### config.mk
export PLATFORM = sky130hd
export DESIGN_NAME = imem_loader_flat
export DESIGN_NICKNAME = d
export VERILOG_FILES = /design/src/rtl/imem_loader_if.sv /design/src/rtl/imem_loader.sv /design/src/flat_wrapper.sv
export SDC_FILE = /design/constraint.sdc
export NUM_CORES = 1
export LEC_CHECK = 0
export CAP_MARGIN = 30
export CORE_ASPECT_RATIO = 0.5
export CORE_UTILIZATION = 52
export DETAILED_ROUTE_END_ITERATION = 10
export MAX_ROUTING_LAYER = met4
export PLACE_DENSITY = 0.85
export SLEW_MARGIN = 0
export SYNTH_ARGS = -nofsm -noshare
export SYNTH_HDL_FRONTEND = slang
export SYNTH_SLANG_ARGS = --single-unit
export TNS_END_PERCENT = 30
### constraint.sdc
create_clock -name clk -period 4.4 [get_ports clk]
set_input_delay 0.88 -clock clk [delete_from_list [all_inputs] [get_ports clk]]
set_output_delay 0.88 -clock clk [all_outputs]
set_load 0.005 [all_outputs]
### src/rtl/imem_loader_if.sv
// Byte-stream and instruction-memory write bundle for the boot-time loader.
// The host side (master) drives the byte stream and reload request; the
// loader side (slave) answers with ready, the write port, start and err.
`timescale 1ns/1ps
interface imem_loader_if #(
   parameter int ADDR_W = 8
);
   logic              byte_valid;
   logic [7:0]        byte_data;
   logic              byte_ready;
   logic              reload;
   logic              we;
   logic [ADDR_W-1:0] waddr;
   logic [31:0]       wdata;
   logic              start;
   logic              err;

   modport master (
      output byte_valid, byte_data, reload,
      input  byte_ready, we, waddr, wdata, start, err
   );

   modport slave (
      input  byte_valid, byte_data, reload,
      output byte_ready, we, waddr, wdata, start, err
   );
endinterface

### src/rtl/imem_loader.sv
// Boot-time program loader. Accepts a framed byte stream
// (LEN lo, LEN hi, 4*N little-endian word bytes, XOR checksum), issues one
// instruction-memory write per word and releases the CPU (start) only once a
// complete, checksum-clean image has been written.
`timescale 1ns/1ps
module imem_loader #(
   parameter int ADDR_W    = 8,
   parameter int MAX_WORDS = 256
) (
   input  logic          clk,
   input  logic          rst,
   imem_loader_if.slave  bus
);

   typedef enum logic [2:0] {
      S_LEN_LO = 3'd0,
      S_LEN_HI = 3'd1,
      S_DATA   = 3'd2,
      S_CSUM   = 3'd3,
      S_RUN    = 3'd4,
      S_ERR    = 3'd5
   } state_t;

   state_t            state;
   state_t            state_nx;

   logic              rdy;
   logic              acc;
   logic              start_c;
   logic              err_c;

   logic [15:0]       len;
   logic [15:0]       len_n;
   logic [15:0]       wcnt;
   logic [15:0]       wcnt_inc;
   logic [1:0]        idx;
   logic [7:0]        csum;
   logic [7:0]        csum_n;
   logic [23:0]       asm_word;

   logic              we_r;
   logic [ADDR_W-1:0] waddr_r;
   logic [31:0]       wdata_r;

   // Frame-parsing states are the only ones that take bytes; RUN/ERR stall
   // the stream until a reload or reset.
   assign rdy      = (state == S_LEN_LO) || (state == S_LEN_HI) ||
                     (state == S_DATA)   || (state == S_CSUM);
   assign acc      = bus.byte_valid && rdy;

   // Candidate values used by both the next-state logic and the datapath.
   assign len_n    = {bus.byte_data, len[7:0]};
   assign wcnt_inc = wcnt + 16'd1;
   assign csum_n   = csum ^ bus.byte_data;

   // State register; reset drops any frame in progress back to LEN_LO.
   always_ff @(posedge clk or posedge rst) begin
      if (rst) begin
         state <= S_LEN_LO;
      end else begin
         state <= state_nx;
      end
   end

   // Next-state decode and state-derived outputs (ready, start, err).
   always_comb begin
      state_nx = state;
      start_c  = 1'b0;
      err_c    = 1'b0;
      unique case (state)
         S_LEN_LO: begin
            if (acc) state_nx = S_LEN_HI;
         end
         S_LEN_HI: begin
            if (acc) begin
               // An empty image or one larger than memory is rejected
               // before any write is issued.
               if ((len_n == 16'd0) || (len_n > 16'(MAX_WORDS))) begin
                  state_nx = S_ERR;
               end else begin
                  state_nx = S_DATA;
               end
            end
         end
         S_DATA: begin
            if (acc && (idx == 2'd3) && (wcnt_inc == len)) begin
               state_nx = S_CSUM;
            end
         end
         S_CSUM: begin
            if (acc) begin
               state_nx = (csum_n == 8'h00) ? S_RUN : S_ERR;
            end
         end
         S_RUN: begin
            start_c = 1'b1;
            if (bus.reload) state_nx = S_LEN_LO;
         end
         S_ERR: begin
            err_c = 1'b1;
            if (bus.reload) state_nx = S_LEN_LO;
         end
         default: begin
            state_nx = S_LEN_LO;
         end
      endcase
   end

   // Datapath: length capture, word assembly, write-port registers and the
   // running checksum. The write port holds its last address/data between
   // pulses; only we returns to 0.
   always_ff @(posedge clk or posedge rst) begin
      if (rst) begin
         len      <= '0;
         wcnt     <= '0;
         idx      <= '0;
         csum     <= '0;
         asm_word <= '0;
         we_r     <= 1'b0;
         waddr_r  <= '0;
         wdata_r  <= '0;
      end else begin
         we_r <= 1'b0;
         if (acc) csum <= csum_n;
         unique case (state)
            S_LEN_LO: begin
               if (acc) len[7:0] <= bus.byte_data;
            end
            S_LEN_HI: begin
               if (acc) begin
                  len[15:8] <= bus.byte_data;
                  idx       <= 2'd0;
                  wcnt      <= 16'd0;
               end
            end
            S_DATA: begin
               if (acc) begin
                  unique case (idx)
                     2'd0: asm_word[7:0]   <= bus.byte_data;
                     2'd1: asm_word[15:8]  <= bus.byte_data;
                     2'd2: asm_word[23:16] <= bus.byte_data;
                     2'd3: begin
                        we_r    <= 1'b1;
                        waddr_r <= wcnt[ADDR_W-1:0];
                        wdata_r <= {bus.byte_data, asm_word};
                        wcnt    <= wcnt_inc;
                     end
                     default: ;
                  endcase
                  idx <= idx + 2'd1;
               end
            end
            S_CSUM: ;
            S_RUN, S_ERR: begin
               // A new image starts from a clean checksum at address 0.
               if (bus.reload) begin
                  csum <= 8'h00;
                  idx  <= 2'd0;
                  wcnt <= 16'd0;
               end
            end
            default: ;
         endcase
      end
   end

   // Drive the interface from the internal registers and decode.
   assign bus.byte_ready = rdy;
   assign bus.we         = we_r;
   assign bus.waddr      = waddr_r;
   assign bus.wdata      = wdata_r;
   assign bus.start      = start_c;
   assign bus.err        = err_c;

endmodule

### src/flat_wrapper.sv
// flat-port wrapper written by rule: the top's interface ports become plain ports
module imem_loader_flat 
#(
   parameter int ADDR_W    = 8,
   parameter int MAX_WORDS = 256
)
  (clk, rst, bus_byte_valid, bus_byte_data, bus_reload, bus_byte_ready, bus_we, bus_waddr, bus_wdata, bus_start, bus_err);
  imem_loader_if #(.ADDR_W(ADDR_W)) bus_i ();
  input  logic clk;
  input  logic rst;
  input wire logic [$bits(bus_i.byte_valid)-1:0] bus_byte_valid;
  input wire logic [$bits(bus_i.byte_data)-1:0] bus_byte_data;
  input wire logic [$bits(bus_i.reload)-1:0] bus_reload;
  output wire logic [$bits(bus_i.byte_ready)-1:0] bus_byte_ready;
  output wire logic [$bits(bus_i.we)-1:0] bus_we;
  output wire logic [$bits(bus_i.waddr)-1:0] bus_waddr;
  output wire logic [$bits(bus_i.wdata)-1:0] bus_wdata;
  output wire logic [$bits(bus_i.start)-1:0] bus_start;
  output wire logic [$bits(bus_i.err)-1:0] bus_err;
  assign bus_i.byte_valid = bus_byte_valid;
  assign bus_i.byte_data = bus_byte_data;
  assign bus_i.reload = bus_reload;
  assign bus_byte_ready = bus_i.byte_ready;
  assign bus_we = bus_i.we;
  assign bus_waddr = bus_i.waddr;
  assign bus_wdata = bus_i.wdata;
  assign bus_start = bus_i.start;
  assign bus_err = bus_i.err;
  imem_loader #(.ADDR_W(ADDR_W), .MAX_WORDS(MAX_WORDS)) u_core (.clk(clk), .rst(rst), .bus(bus_i));
endmodule
# Word level (Yosys, flattened, before mapping)
# Cells that the tools add are included.
# op_classes
n_eq_ne	16
multipliers	0
mux	25
bitwise	1
addsub	2
magnitude_cmp	1
div_mod_pow	0
n_reduce_logical	22
shifts	0
# op_table
op	count
$mux 16	4
$pmux 16 s3	1
$mux 8	3
$mux 3	6
$add 16x1->16 const B	1
$eq 16x16->1	1
$gt 16x9->1 const B	1
$logic_not 16->1	1
$pmux 3 s5	1
$reduce_and 3->1	4
$ne 2x1->1 const B	5
$reduce_and 5->1	2
$logic_not 8->1	1
$xor 8x8->8	1
$eq 3x2->1 const B	2
$eq 3x3->1 const B	2
$mux 1	6
$mux 2	3
$pmux 2 s3	1
$eq 2x2->1 const B	2
$logic_or 1x1->1	4
$ne 2x2->1 const B	2
$reduce_and 2->1	2
$reduce_and 4->1	1
8 further kinds	10
# totals
wordCells	79
output_inout_bits	44
ramBits	0
input_bits	12
reg_bits	110
memories	0
rom_bits	0
latchBits	0

# Longest topological paths before layout
# Gate-level depths: netlist (run 1).
# logic_depth
word_depth	9
ltp_mapped	10
ltp_nobuf	7

# Worst setup path before layout (run 1)
# OpenSTA, ideal clock, no wires.
# synth_timing
path_type	input port to flip-flop
startpoint	input bus_byte_valid
endpoint	register u_core.len[10]
required_time_ns	4.275
slack_ns	2.245
setup_ns	0.125
n_path_buf	1
path_stages	5
arrival_ns	2.030
path_cell_list	nor2b_1 -> buf_2 -> nand2_1 -> nor2_1 -> mux2_2
# synth_via
elab_chain_cells	2
# synth_lines
element	line_no	text
start: declaration	flat_wrapper.sv:11	input wire logic [$bits(bus_i.byte_valid)-1:0] bus_byte_valid;
$logic_and 1x1->1	imem_loader.sv:49	assign acc = bus.byte_valid && rdy;
$reduce_and 2->1 (no source line)	-	
end signal: assignment	imem_loader.sv:131	len[15:8] <= bus.byte_data;
end: declaration	imem_loader.sv:32	logic [15:0] len;
# No other way between the ends.
# A chain may end at the register's enable or synchronous reset.

# Final worst setup path (run 1)
# layout_timing
startpoint	input bus_byte_valid
endpoint	register u_core.len[13]
# The elaborated chain is that of the path after synthesis.

==> results.sh, run 1 <==
export IMPL_clk_pin_slew_worst_paths_ns=0.08
export IMPL_die_width_microns=143.4
export IMPL_synth_seq_cells=110
export IMPL_finalCritPeriodShare=0.6792
export IMPL_max_cap_violations=0
export IMPL_clock_skew_ns=0.006726
export IMPL_syn_to_final_growth_pct=17.53
export IMPL_synth_edff_count=0
export IMPL_drc=0
export IMPL_status="completed"
export IMPL_cts_setup_buffers=0
export IMPL_drtAntennaViolNets=0
export IMPL_ctsResizeCount=0
export IMPL_period_needed_ns=2.989
export IMPL_grt_pass1_vias=3749
export IMPL_final_hold_violation_count=0
export IMPL_synth_nets=531
export IMPL_initial_utilization=0.5429
export IMPL_antenna_found_initial=0
export IMPL_synthFlopType="dfrtp_1"
export IMPL_cts_sinks=110
export IMPL_pin_count=56
export IMPL_clock_latency_ns=0.36
export IMPL_synth_common_cells="nand2_1 (149), dfrtp_1 (110), mux2_2 (40), o21ai_0 (22), nor2_1 (20)"
export IMPL_max_slew_margin=0.4250
export IMPL_fin_area_sq_mm=0.006107
export IMPL_placed_cell_area_sq_mm=0.005802
export IMPL_worst_r2r_cell_count=6
export IMPL_overflow=0
export IMPL_viasPerCell=5.558
export IMPL_synth_compound_area_frac=0.07055
export IMPL_nNetsFinal=567
export IMPL_required_ns=4.64
export IMPL_cts_root_buffer="clkbuf_16"
export IMPL_yosys_warnings=0
export IMPL_cp_max_fo=11
export IMPL_rows=25
export IMPL_ctsLongestPathBuffers=2
export IMPL_irDropWorstVdd_v=0.0002966
export IMPL_worstReg2RegStart="u_core.state[1]"
export IMPL_p_total_mw=2.631
export IMPL_ff2ff_setup_slack_ns=1.93
export IMPL_numCtsBuffers=9
export IMPL_finalMaxSlewViolations=0
export IMPL_synth_top_family_by_area="simple AND/OR/NAND/NOR gates"
export IMPL_p_leak_nw=2.859
export IMPL_setup_viol=0
export IMPL_max_freq_ghz=0.3346
export IMPL_via_count=3835
export IMPL_core_sq_mm=0.009572
export IMPL_yosysMostFrequentCell="nand2_1"
export IMPL_cp_startpoint="bus_byte_valid"
export IMPL_hold_end="u_core.bus.wdata[21]"
export IMPL_synth_cell_types=53
export IMPL_startpoint_type="primary input"
export IMPL_worstHoldPathType="register to register"
export IMPL_use_met1=0.3012
export IMPL_syn_cell_area_sq_mm=0.005196
export IMPL_synthXorXnorAreaFrac=0.06622
export IMPL_synthTopCellsByArea="dfrtp_1 (53%), nand2_1 (11%), mux2_2 (8.7%)"
export IMPL_use_met2=0.3792
export IMPL_hold_depth=2
export IMPL_cts_max_level=3
export IMPL_gp_congestion=0.8372
export IMPL_yosysTopAreaCellShare=0.5297
export IMPL_die_h_microns=72.69
export IMPL_worstPathArrival_ns=3.23
export IMPL_grt_first_pass_wirelength_microns=18490
export IMPL_routedWlPerCell_microns=16.29
export IMPL_critPathKind="primary input to register"
export IMPL_dpl_hpwl_microns=7093
export IMPL_track_usage=0.2407
export IMPL_synth_simple_gate_area_frac=0.1999
export IMPL_worstMarginPinSlew_ns=0.8625
export IMPL_async_flop_share=1.000
export IMPL_fill_cells=757
export IMPL_seq_area_frac_synth=0.5297
export IMPL_fin_util=0.6380
export IMPL_synth_top_area_cell="dfrtp_1"
export IMPL_whs_ns=0.4679
export IMPL_syn_avg_cell_area_sq_um=10.11
export IMPL_dr_pass1_iters=5
export IMPL_worstHoldStart="u_core.asm_word[21]"
export IMPL_wirelength_microns=11240
export IMPL_netlist_instances=514
export IMPL_rsz0062_at_grt="no"
export IMPL_diodes=0
export IMPL_tritoncts="built"
export IMPL_tns_ns=0
export IMPL_initialDrtViolationCount=384
export IMPL_grt_max_degree=111
export IMPL_end_kind="register"
export IMPL_p_per_area_mw_per_mm2=430.9
export IMPL_portBuffers=55
export IMPL_grt_busiest_layer="met2"
export IMPL_die_area_sq_mm=0.01042
export IMPL_use_met3=0.05774
export IMPL_cts_hold_buffers_added=0
export IMPL_r2r_end="u_core.wcnt[10]"
export IMPL_drive_gt1_frac=0.1405
export IMPL_synth_mux_area_frac=0.08668
export IMPL_synthAdderAreaFrac=0.01204
==> how the worst max path moves through the flow <==
stage	end	slack (ns)
2_1_floorplan	u_core.asm_word[0]	0.62
5_1_grt	u_core.len[9]	1.30
3_3_place_gp	u_core.wcnt[11]	1.24
4_1_cts	u_core.len[13]	1.43
3_5_place_dp	u_core.len[13]	1.17
6_report	u_core.len[13]	1.41
==> sequential cells by signal, indices dropped and copies added (netlist names) <==
| signal | flops |
|---|---|
| u_core.asm_word | 24 |
| u_core.bus.waddr | 8 |
| u_core.bus.wdata | 32 |
| u_core.bus.we | 1 |
| u_core.csum | 8 |
| u_core.idx | 2 |
| u_core.len | 16 |
| u_core.state | 3 |
| u_core.wcnt | 16 |
==> per-stage QoR <==
stage	instances	worst slack (ns)
6_report	690	1.411
5_1_grt	690	1.301
4_1_cts	690	1.428
3_5_place_dp	674	1.169
3_3_place_gp	673	1.241
2_1_floorplan	514	0.6177
==> where the power goes <==
| group | internal [mW] | switching, mW | total [mW] |
|---|---|---|---|
| logic | 0.279 | 0.251 | 0.530 |
| registers | 1.13 | 0.129 | 1.26 |
| clock network | 0.451 | 0.390 | 0.841 |
==> cells in the final DEF (no fill, tap or decap), types with 8 or more instances in the layout <==
cell type and instances:
clkdlybuf4s50_1 55, clkbuf_16 9, mux2_2 40, dfrtp_1 110, nand2_1 149, nor2_1 20
o31ai_1 8, nand3_1 10, xnor2_1 18, nand4_1 8, xor2_1 16, o21ai_0 22
==> final cells by class <==
cell class              instances  area, sq um  area share
flip-flops and latches        110         2753      0.4507
multi-input cells             364         2262      0.3704
repair buffers                 59        593.1     0.09711
clock buffers                   9        225.2     0.03688
well taps                     135        168.9     0.02766
clock inverters                 7        80.08     0.01311
inverters                       6        25.02    0.004098
==> layer usage <==
metal	part of all wire	up-vias	wire (microns)
met5	0	-	0
met4	0.021	0	235
met3	0.047	25	526
met2	0.48	111	5397
met1	0.45	1900	5079
li1	-	1799	-
==> cells by family after synthesis <==
group,after synthesis
multiplexers,40
AND/OR/NAND/NOR,227
XOR/XNOR,36
AO/OA/AOI/OAI,56
flip-flops,110
buffers and inverters,40
adder cells (fa/ha/maj),5
==> worst max-delay path, stage by stage <==
cell and delay (ns):
clkdlybuf4s50_1 0.57, nor2b_1 0.65, nand2_1 0.17, nor2_1 0.53, mux2_2 0.42
Note: power is estimated with default switching activity, not from simulation.
==> run 2: changes to the inputs <==
- clock period: 4.4 -> 2.9 ns (I/O delays scaled with it)
==> run 2 against run 1 <==
Final cell count grew 1.0%. Worst setup slack lost 0.84 ns. Utilization grew 0.52 points. Sequential power grew 54%. First-iteration DRC count shrank 22%. Critical path depth grew 2. Critical path type is now register to register. Largest power group unchanged. Highest routed layer unchanged.
==> results.sh, run 2 (synthesis gave the netlist of run 1 again) <==
export IMPL_status="completed"
export IMPL_pin_count=56
export IMPL_clock_latency_ns=0.36
export IMPL_core_sq_mm=0.009572
export IMPL_wirelength_microns=11650
export IMPL_cts_hold_buffers_added=0
export IMPL_ff2ff_setup_slack_ns=0.57
export IMPL_placed_cells=682
export IMPL_cts_setup_buffers=0
export IMPL_numCtsBuffers=9
export IMPL_fin_cells=697
export IMPL_viasPerCell=5.615
export IMPL_portBuffers=55
export IMPL_regArea_sq_mm=0.002753
export IMPL_dr_pass1_iters=5
export IMPL_nNetsFinal=575
export IMPL_antenna_found_initial=0
export IMPL_finalMaxSlewViolations=0
export IMPL_die_h_microns=72.69
export IMPL_overflow=0
export IMPL_cts_sinks=110
export IMPL_max_freq_ghz=0.4290
export IMPL_fin_area_sq_mm=0.006157
export IMPL_syn_to_final_growth_pct=18.49
export IMPL_routedWlPerCell_microns=16.72
export IMPL_whs_ns=0.4710
export IMPL_clock_skew_ns=0.007822
export IMPL_grt_pass1_vias=3837
export IMPL_fill_cells=738
export IMPL_final_common_cell="nand2_1"
export IMPL_die_area_sq_mm=0.01042
export IMPL_grt_max_degree=111
export IMPL_irDropWorstVdd_v=0.0003479
export IMPL_drc=0
export IMPL_period_needed_ns=2.331
export IMPL_required_ns=3.18
export IMPL_worstPathArrival_ns=2.61
export IMPL_cts_root_buffer="clkbuf_16"
export IMPL_layout_common_cells="nand2_1 (149), dfrtp_1 (110), clkdlybuf4s50_1 (55)"
export IMPL_grt_first_pass_wirelength_microns=19330
export IMPL_via_count=3914
export IMPL_setup_viol=0
export IMPL_die_width_microns=143.4
export IMPL_largest_reg_flops=32
export IMPL_initialDrtViolationCount=299
export IMPL_ctsLongestPathBuffers=2
export IMPL_place_ws_ns=0.2892
export IMPL_fin_util=0.6433
export IMPL_worstMarginPinSlew_ns=0.5879
export IMPL_p_total_mw=3.939
export IMPL_rows=25
export IMPL_diodes=0
export IMPL_p_per_area_mw_per_mm2=639.7
export IMPL_dpl_hpwl_microns=7750
export IMPL_cp_max_fo=8
export IMPL_p_leak_nw=2.871
export IMPL_placed_cell_area_sq_mm=0.005876
export IMPL_tritoncts="built"
export IMPL_drtAntennaViolNets=0
export IMPL_startpoint_type="register"
export IMPL_end_kind="register"
export IMPL_gp_congestion=0.8599
export IMPL_fin_ws_ns=0.5692
export IMPL_initial_utilization=0.5429
export IMPL_drive_gt1_frac=0.1512
export IMPL_finalCritPeriodShare=0.8037
export IMPL_track_usage=0.2550
export IMPL_clk_pin_slew_worst_paths_ns=0.07
export IMPL_ctsResizeCount=0
export IMPL_final_hold_violation_count=0
export IMPL_tns_ns=0
export IMPL_multi_input_area_sq_mm=0.002262
export IMPL_rsz0062_at_grt="no"
export IMPL_max_slew_margin=0.6054
export IMPL_worstHoldPathType="register to register"
export IMPL_critPathKind="register to register"
export IMPL_max_cap_violations=0
export IMPL_cts_max_level=3
## run 2: cell types whose count changed in the layout (fill, tap and decap cells not counted), moves of 2 or more
cell | before | now
buf_4 | 3 | 10
clkinv_2 | 2 | 0
clkinvlp_4 | 0 | 4
inv_8 | 2 | 0
## run 2: cell type report
cell class / count / area share
tap: 135 / 0.02743
sequential: 110 / 0.4471
clock inverter: 6 / 0.009144
inverter: 6 / 0.004267
timing repair buffer: 67 / 0.1081
clock buffer: 9 / 0.03658
multi-input combinational: 364 / 0.3674
## run 2: critical path, stage by stage, from the launching register on
cell	delay, ns
dfrtp_1	0.48
ha_1	0.33
nand3_2	0.20
nor2_2	0.34
nand4_1	0.16
a2111oi_2	0.38
nand4_1	0.16
a22oi_1	0.20
## run 2: worst paths after layout
check / start / end / cells after the start
hold reg to reg: u_core.asm_word[10] / u_core.bus.wdata[10] / 2
min in group asynchronous: rst / u_core.wcnt[2] / 3
setup reg to reg: u_core.wcnt[0] / u_core.state[0] / 7
setup / recovery: u_core.wcnt[0] / u_core.state[0] / 7
hold / removal: u_core.asm_word[10] / u_core.bus.wdata[10] / 2
max in group asynchronous: rst / u_core.bus.wdata[25] / 3
## run 2: power by group
| part | internal [mW] | total, mW | leakage, nW | switching, mW |
|---|---|---|---|---|
| sequential | 1.72 | 1.94 | 1.49 | 0.220 |
| combinational | 0.440 | 0.824 | 1.26 | 0.384 |
| clock | 0.591 | 1.18 | 0.127 | 0.588 |
| total | 2.75 | 3.94 | 2.87 | 1.19 |
## run 2: metal layers
| metal | share of wire | GRT usage |
|---|---|---|
| met5 | 0 | - |
| met4 | 0.013 | 0.08865 |
| met3 | 0.054 | 0.05709 |
| met2 | 0.48 | 0.4029 |
| met1 | 0.45 | 0.3281 |
==> run 3: changes to the inputs <==
- clock period: 2.9 -> 2.31 ns (I/O delays scaled with it)
==> run 3 against run 2 <==
Final area is 3.5% higher. Highest routed layer unchanged. Largest power group unchanged. Utilization increased by 2.2 points. Clock skew about the same.
==> results.sh, run 3 (synthesis gave the netlist of run 1 again) <==
export IMPL_initial_utilization=0.5429
export IMPL_tns_ns=0
export IMPL_nNetsFinal=597
export IMPL_via_count=3989
export IMPL_final_hold_violation_count=0
export IMPL_numCtsBuffers=9
export IMPL_overflow=0
export IMPL_grt_first_pass_wirelength_microns=19700
export IMPL_critPathMaxStageDelay_ns=0.52
export IMPL_finalCritPeriodShare=0.9463
export IMPL_slowest_stage="dfrtp_1"
export IMPL_final_common_cell="nand2_1"
export IMPL_required_ns=1.85
export IMPL_drtAntennaViolNets=0
export IMPL_setup_viol=0
export IMPL_irDropWorstVdd_v=0.0005352
export IMPL_max_cap_violations=0
export IMPL_cp_cell_sequence="nor2b_1 > and2_1 > clkdlybuf4s50_1"
export IMPL_period_needed_ns=2.186
export IMPL_p_total_mw=5.061
export IMPL_ctsLongestPathBuffers=2
export IMPL_initialDrtViolationCount=364
export IMPL_clock_latency_ns=0.36
export IMPL_end_kind="output pin"
export IMPL_worstHoldPathType="register to register"
export IMPL_cts_setup_buffers=0
export IMPL_diodes=0
export IMPL_rows=25
export IMPL_wirelength_microns=12020
export IMPL_p_leak_nw=3.003
export IMPL_cts_max_level=3
export IMPL_rsz0062_at_grt="no"
export IMPL_p_per_area_mw_per_mm2=794.2
export IMPL_clk_pin_slew_worst_paths_ns=0.08
export IMPL_largest_reg_flops=32
export IMPL_grt_pass1_vias=3956
export IMPL_dpl_hpwl_microns=8248
export IMPL_die_area_sq_mm=0.01042
export IMPL_max_freq_ghz=0.4575
export IMPL_cts_root_buffer="clkbuf_16"
export IMPL_path_buf_inv=1
export IMPL_die_width_microns=143.4
export IMPL_max_slew_margin=0.6938
export IMPL_antenna_found_initial=0
export IMPL_cts_sinks=110
export IMPL_viasPerCell=5.540
export IMPL_critPathKind="register to output pin"
export IMPL_grt_max_degree=72
export IMPL_clock_skew_ns=0.007916
export IMPL_fin_util=0.6658
export IMPL_syn_to_final_growth_pct=22.63
export IMPL_worstMarginPinSlew_ns=0.4555
export IMPL_drc=0
export IMPL_status="completed"
export IMPL_cp_max_fo=8
export IMPL_die_h_microns=72.69
export IMPL_portBuffers=55
export IMPL_dr_pass1_iters=5
export IMPL_core_sq_mm=0.009572
export IMPL_routedWlPerCell_microns=16.69
export IMPL_track_usage=0.2569
export IMPL_cp_top_family="flip-flops"
export IMPL_gp_congestion=0.9220
export IMPL_worstPathArrival_ns=1.72
export IMPL_finalMaxSlewViolations=0
export IMPL_layout_common_cells="nand2_1 (149), dfrtp_1 (109), clkdlybuf4s50_1 (55)"
export IMPL_startpoint_type="register"
export IMPL_drive_gt1_frac=0.1880
export IMPL_pin_count=56
export IMPL_tritoncts="built"
-- run 3: worst paths after layout --
path / startpoint / end / slack (ns) / depth (start not counted)
setup / recovery: u_core.state[2] / bus_err / 0.12 / 3
hold / removal: u_core.asm_word[7] / u_core.bus.wdata[7] / 0.47 / 2
setup reg to reg: u_core.wcnt[0] / u_core.state[0] / 0.17 / 7
hold reg to reg: u_core.asm_word[7] / u_core.bus.wdata[7] / 0.47 / 2
max in group asynchronous: rst / u_core.csum[2] / 1.42 / 3
min in group asynchronous: rst / u_core.bus.waddr[1] / 0.54 / 3
-- run 3: cell type report --
class	count	area, sq um
Multi-Input combinational cell	364	2265
Timing Repair Buffer	89	855.8
Inverter	6	26.28
Tap cell	135	168.9
Clock inverter	7	77.57
Sequential cell	110	2754
Clock buffer	9	225.2
Fill cell	705	3199
-- run 3: what timing repair did --
action | 4_1_cts | 5_1_grt
endpoints found under the setup margin | 0 | 1
hold buffers | 0 | 0
resized for setup | 0 | 2
-- run 3: power breakdown --
| group | leakage [nW] | internal (mW) | total (mW) | switching [mW] |
|---|---|---|---|---|
| Clock | 0.144 | 0.768 | 1.54 | 0.770 |
| Sequential | 1.49 | 2.15 | 2.42 | 0.263 |
| Combinational | 1.37 | 0.605 | 1.11 | 0.502 |
-- run 3: routing by layer --
layer | track usage | vias to the layer above | wire length, microns
met1 | 0.3316 | 2010 | 5444
met2 | 0.4234 | 96 | 5954
li1 | - | 1865 | -
met4 | 0.08629 | 0 | 182
met5 | - | - | 0
met3 | 0.03609 | 18 | 437
-- run 3: stage by stage --
stage | hold slack [ns] | setup slack (ns) | area, sq um | cells
6_report | 0.4695 | 0.1240 | 6372 | 720
5_1_grt | 0.5013 | 0.05126 | 6372 | 720
4_1_cts | 0.4715 | 0.08983 | 6369 | 720
3_5_place_dp | 0.4539 | 0.002103 | 6066 | 704
3_3_place_gp | 0.4465 | 0.06354 | 6066 | 704
2_1_floorplan | 0.4331 | 0.2669 | 5200 | 514
-- run 3: worst reg2reg max path, delay by kind of cell (launching register included) --
kind	cells	cell delay (ns)
xor gates and xnor gates	1	0.37
adders and majority gates	1	0.23
AOI/OAI and AO/OA	3	0.72
DFF	1	0.39
and+or+nand+nor	2	0.34
